File: src/rtl/seq_mult_if.sv
// Request/strobe bundle between the multiply requester, the shift-and-add
// datapath and the sequencing controller.
interface seq_mult_if #(
  parameter int N = 4
);
  localparam int CW = $clog2(N);

  logic          start;
  logic          abort;
  logic          q0;
  logic          load;
  logic          add;
  logic          shiftr;
  logic          busy;
  logic          done;
  logic [CW-1:0] bit_idx;

  modport master (
    output start, abort, q0,
    input  load, add, shiftr, busy, done, bit_idx
  );

  modport slave (
    input  start, abort, q0,
    output load, add, shiftr, busy, done, bit_idx
  );
endinterface

File: src/rtl/seq_mult_ctrl.sv
// Sequencer for an N-bit shift-and-add multiplier: load, then N add/shift
// iterations, then a one-cycle done pulse. Holds no data bits itself.
//
// state   | meaning
// --------+----------------------------------------------------------
// S_IDLE  | waiting for start; counter parked at 0
// S_LOAD  | load M and Q from operands, clear {C,A}
// S_ADD   | add = q0 ({C,A} <= A + M when the multiplier bit is set)
// S_SHIFT | shift {C,A,Q} right; advance or finish the iteration count
// S_DONE  | product valid on {A,Q} for this single cycle
module seq_mult_ctrl #(
  parameter int N = 4
) (
  input  logic     clk,
  input  logic     clr,
  seq_mult_if.slave bus
);
  localparam int CW = $clog2(N);
  localparam logic [CW-1:0] LAST = CW'(N - 1);

  localparam logic [2:0] S_IDLE  = 3'd0;
  localparam logic [2:0] S_LOAD  = 3'd1;
  localparam logic [2:0] S_ADD   = 3'd2;
  localparam logic [2:0] S_SHIFT = 3'd3;
  localparam logic [2:0] S_DONE  = 3'd4;

  logic [2:0]    state, state_nxt;
  logic [CW-1:0] cnt, cnt_nxt;

  always_ff @(posedge clk or posedge clr) begin
    if (clr) begin
      state <= S_IDLE;
      cnt   <= '0;
    end else begin
      state <= state_nxt;
      cnt   <= cnt_nxt;
    end
  end

  always_comb begin
    state_nxt = state;
    cnt_nxt   = cnt;
    case (state)
      S_IDLE: begin
        cnt_nxt = '0;
        if (bus.start) state_nxt = S_LOAD;
      end
      S_LOAD: begin
        cnt_nxt   = '0;
        state_nxt = S_ADD;
      end
      S_ADD: state_nxt = S_SHIFT;
      S_SHIFT: begin
        if (cnt == LAST) begin
          cnt_nxt   = '0;
          state_nxt = S_DONE;
        end else begin
          cnt_nxt   = cnt + 1'b1;
          state_nxt = S_ADD;
        end
      end
      S_DONE: begin
        cnt_nxt   = '0;
        state_nxt = S_IDLE;
      end
      default: begin
        cnt_nxt   = '0;
        state_nxt = S_IDLE;
      end
    endcase
    // abort overrides every transition out of a busy state, including SHIFT->DONE
    if (state != S_IDLE && bus.abort) begin
      cnt_nxt   = '0;
      state_nxt = S_IDLE;
    end
  end

  assign bus.load    = (state == S_LOAD);
  assign bus.add     = (state == S_ADD) & bus.q0;
  assign bus.shiftr  = (state == S_SHIFT);
  assign bus.busy    = (state != S_IDLE);
  assign bus.done    = (state == S_DONE);
  assign bus.bit_idx = (state == S_ADD || state == S_SHIFT) ? cnt : '0;
endmodule

File: src/flat_wrapper.sv
// flat-port wrapper written by rule: the top's interface ports become plain ports
module seq_mult_ctrl_flat 
#(
  parameter int N = 4
)
  (clk, clr, bus_start, bus_abort, bus_q0, bus_load, bus_add, bus_shiftr, bus_busy, bus_done, bus_bit_idx);
  seq_mult_if #(.N(N)) bus_i ();
  input  logic clk;
  input  logic clr;
  input wire logic [$bits(bus_i.start)-1:0] bus_start;
  input wire logic [$bits(bus_i.abort)-1:0] bus_abort;
  input wire logic [$bits(bus_i.q0)-1:0] bus_q0;
  output wire logic [$bits(bus_i.load)-1:0] bus_load;
  output wire logic [$bits(bus_i.add)-1:0] bus_add;
  output wire logic [$bits(bus_i.shiftr)-1:0] bus_shiftr;
  output wire logic [$bits(bus_i.busy)-1:0] bus_busy;
  output wire logic [$bits(bus_i.done)-1:0] bus_done;
  output wire logic [$bits(bus_i.bit_idx)-1:0] bus_bit_idx;
  assign bus_i.start = bus_start;
  assign bus_i.abort = bus_abort;
  assign bus_i.q0 = bus_q0;
  assign bus_load = bus_i.load;
  assign bus_add = bus_i.add;
  assign bus_shiftr = bus_i.shiftr;
  assign bus_busy = bus_i.busy;
  assign bus_done = bus_i.done;
  assign bus_bit_idx = bus_i.bit_idx;
  seq_mult_ctrl #(.N(N)) u_core (.clk(clk), .clr(clr), .bus(bus_i));
endmodule
File: config.mk
export PLATFORM = sky130hd
export DESIGN_NAME = seq_mult_ctrl_flat
export DESIGN_NICKNAME = d
export VERILOG_FILES = /design/src/rtl/seq_mult_if.sv /design/src/rtl/seq_mult_ctrl.sv /design/src/flat_wrapper.sv
export SDC_FILE = /design/constraint.sdc
export NUM_CORES = 1
export LEC_CHECK = 0
export ABC_CLOCK_PERIOD_IN_PS = 1500
export CORE_AREA = 2 2 39 41
export DETAILED_ROUTE_END_ITERATION = 7
export DIE_AREA = 0 0 41 43
export PLACE_DENSITY_LB_ADDON = 0.2
export SLEW_MARGIN = 20
export SYNTH_ARGS = -nofsm -noshare
export SYNTH_HDL_FRONTEND = slang
export SYNTH_SLANG_ARGS = --single-unit
File: constraint.sdc
create_clock -name clk -period 1.5 [get_ports clk]
set_input_delay 0.45 -clock clk [delete_from_list [all_inputs] [get_ports clk]]
set_output_delay 0.45 -clock clk [all_outputs]
set_load 0.05 [all_outputs]
# --- After elaboration in Yosys (flattened, before gate mapping) ---
# Cells that the tools add are included.
totals:
  inputBits: 5
  wordCells: 23
  output_inout_bits: 7
  register_bits: 5
op_classes:
  add_sub_neg: 1
  n_reduce_logical: 4
  mux: 8
  eq_ne: 7
  n_bitwise: 1
ops:
  columns: ["cell", "count"]
  rows:
  - ["case mux 3 bit (4 select lines)", 1]
  - ["two-way mux 3 bit", 3]
  - ["== test 3 x 2 -> 1 bit, second input constant", 2]
  - ["two-way mux 2 bit", 3]
  - ["case mux 2 bit (2 select lines)", 1]
  - ["== test 3 x 1 -> 1 bit, second input constant", 1]
  - ["== test 3 bit, second input constant", 1]
  - ["zero test 3 bit", 1]
  - ["!= test 3 x 2 -> 1 bit, second input constant", 1]
  - ["nonzero test 3 bit", 1]
  - ["adder 2 x 1 -> 2 bit, second input constant", 1]
  - ["== test 2 bit, second input constant", 1]
  - ["!= test 2 x 1 -> 1 bit, second input constant", 1]
  - ["bitwise AND 1 bit", 1]
  - ["logical AND 1 bit", 1]
  - ["logical OR 1 bit", 1]

# --- Logic depth before layout (Yosys ltp) ---
logic_depth:
  word_depth: 4
  depth_mapped: 3
  mapped_depth_nobuf: 3

# --- Least setup slack after synthesis ---
# OpenSTA, ideal clock, no wires.
synth_path:
  kind: "reg2out"
  startpoint: "reg u_core.state[2]"
  endpoint: "out bus_add"
  arrival_ps: 1788
  path_slack_ps: -738
  path_stages_with_launch: 3
  path_buffers: 0
  required_ps: 1050
  cell_sequence: "dfrtp_1 -> nand2b_1 -> nor3b_1"
synth_between:
  elab_chain_cells: 2
synth_rtl:
  columns: ["element", "line", "source"]
  rows:
  - ["start, declared", "seq_mult_ctrl.sv:27", "logic [2:0] state, state_nxt;"]
  - ["start signal, assigned", "seq_mult_ctrl.sv:35", "state <= state_nxt;"]
  - ["== test 3 x 2 -> 1 bit", "seq_mult_ctrl.sv:79", "assign bus.add = (state == S_ADD) & bus.q0;"]
  - ["bitwise AND 1 bit", "seq_mult_ctrl.sv:79", null]
  - ["end, declared", "flat_wrapper.sv:14", "output wire logic [$bits(bus_i.add)-1:0] bus_add;"]
# No other way between the ends.

# --- Worst setup path after layout ---
# Same ends and word-level chain as after synthesis.

==> results.cfg <==
[status]
outcome = finished, violations left
violations = setup timing

[clock_network]
cts-root-buf = clkbuf_4
htree_levels = 1
clk_pin_slew_ns = 0.04
clockBufferDepth = 2
cts_buffers = 3
clock_sinks = 5
cts_tree = yes
insertion_delay_ns = 0.23
cts_hold_buf = 0

[power_and_ir_drop]
ir_drop_mv = 0.511
cell_internal_pwr_mw = 0.367
p_switching_mw = 0.180
p_clk_share_pct = 26.8
power_density_nw_per_um2 = 906
switching_share_pct = 33.0
power_leakage_nw = 0.267
power_frac_seq_pct = 29.6
p_comb_share_pct = 43.6
total_power_mw = 0.548

[finish]
final_nets = 58
area_growth_pct = 106
nFillCells = 134
fin_cells = 67
finalInstanceArea_um2 = 604
antenna_cells = 0
final_cell_mix = buf_12, buf_4
drive_gt1_share_pct = 54.9

[setup_path]
worstSetupPathType = flip-flop to output port
timing.rr.start = u_core.cnt[0]
startpoint = u_core.state[2]
crit_chain = nand2b_4 > nor3b_4 > buf_12
required_ns = 1.05
critPathMaxStageDelay_ns = 0.43
start_kind = flip-flop
rr_worst_depth = 3
r2r-end = u_core.cnt[0]
arrival_ns = 1.20
cp_slowest_cell = dfrtp_2
rrSetupSlack_ns = 0.25
critPathCaptureType = output port
cp_max_fo = 5

[sta]
worst_slack_ns = -0.149
timing.hold.ws_ns = 0.422
period_share_pct = 110
relSlewSlack_pct = 83.4
worst_slew_pin_slew_ns = 0.247
finalSetupViolations = 7
drv_slew = 0
fmax_ghz = 0.606
rsz0062_at_grt = true
timing.final.hold_violations = 0
fin_crit_ns = 1.65
fin_skew_ns = 0.00181

[synth]
syn_area_um2 = 293
yosys.area.top_type_share_pct = 42.7
synth.distinct_cells = 18
syn-num-nets = 36
yosys.area.top_type = dfrtp_1
syn_avg_cell_area_um2 = 9.76
ys_warn_count = 0
ys_top_cells_by_area = dfrtp_1, and2_1, nand2b_1, nor3b_1, a211oi_2
syn_inst = 30
yosysSeqAreaShare_pct = 42.7
ys_ff_latch = 5

[placed_design]
place_ws_ns = -0.237
place.gp.congestion = 0.753
dp_hpwl_um = 550
dp_cells = 62
postPlaceCellArea_um2 = 538
io_buffer_count = 11

[global_routing]
grt_usage_pct = 9.08
antenna_found_initial = 0
grt_max_degree = 8
grt_first_pass_wirelength_mm = 1.08
grt_pass1_vias = 287
overflow = 0

[routing]
viasPerCell = 4.24
drc = 0
ant_nets = 0
drt_iter0_markers = 2
post_drt_wl_per_cell_um = 9.88
drt-total-wl_um = 662
dr.pass1.iters = 3
vias = 284

[die]
top_level_ports = 12
core_um2 = 1380
die-area_um2 = 1760
row_count = 14
start_util_pct = 21.2
die_height_um = 43
die_x_um = 41

[flow_run]
drv_cap = 0

[worst_hold_path]
min_path_type = input port to async pin
==> cells by family after synthesis <==
kind of cell               Yosys count  synth area share (%)
and+or+nand+nor                     19                  39.7
DFF                                  5                  42.7
AOI/OAI and AO/OA                    2                  6.84
buffers and inverters                2                  2.99
muxes                                1                  3.42
adders and majority gates            1                  4.27
==> through the flow <==
step                      util (%)  TNS, ns
final                         43.7   -0.892
after global routing          43.7    -1.26
after CTS                     43.3   -0.935
after detailed placement      38.9   -0.237
after global placement        38.9   -0.224
after floorplan                  -   -0.300
==> cells in the mapped netlist <==
master and count:
dfrtp_1 5, and2_1 4, nand2b_1 4, nor3_1 2
nor3b_1 2, a211oi_1 1, a211oi_2 1, and3_1 1
buf_2 1, ha_1 1, inv_1 1, mux2i_1 1
nand2_1 1, nor2_1 1, nor2b_1 1, nor4_1 1
or3_1 1, or3b_1 1
==> worst max-delay path: cells and delay by family (launching register included) <==
| kind | cells | cell delay (ns) |
|---|---|---|
| AND/OR/NAND/NOR | 2 | 0.38 |
| buffers and inverters | 1 | 0.16 |
| flip-flops | 1 | 0.43 |
==> layout make-up <==
cell class              count  area (µm²)  area share (%)
repair buffers             18         226            37.5
multi-input cells          23         200            33.1
flip-flops and latches      5         128            21.1
clock buffers               4        26.3            4.35
well taps                  16        20.0            3.31
inverters                   1        3.75           0.621
==> how the worst max path moves through the flow <==
stage | end | slack [ns] | cells past startpoint
floorplan | bus_load | -0.13 | 2
global placement | bus_add | -0.22 | 3
detailed placement | bus_add | -0.24 | 3
CTS | bus_add | -0.15 | 3
global route | bus_add | -0.19 | 3
finish | bus_add | -0.15 | 3
==> routing by layer <==
layer,track usage [%],vias up,part of all wire [%]
met3,1.57,0,4.4
met2,14.4,7,56
met5,0,-,0
li1,-,145,-
met4,6.00,0,0
met1,10.5,132,40
==> what timing repair did <==
action,CTS,global route
pin swaps,2,1
resized for setup,9,2
endpoints found under the setup margin,7,7
setup buffers,1,0
==> power by group through the flow <==
stage          clock network (mW)  logic [mW]  registers (mW)
2_1_floorplan                   0       0.126           0.155
3_5_place_dp                    0       0.217           0.161
6_report                    0.147       0.239           0.162
4_1_cts                     0.154       0.241           0.162
3_3_place_gp                    0       0.216           0.160
5_1_grt                     0.163       0.251           0.163
==> sequential cells by signal, summed over array words and instances (netlist names) <==
name / count
u_core.cnt: 2
u_core.state: 3
No activity file was read; power rests on OpenSTA's default activity.
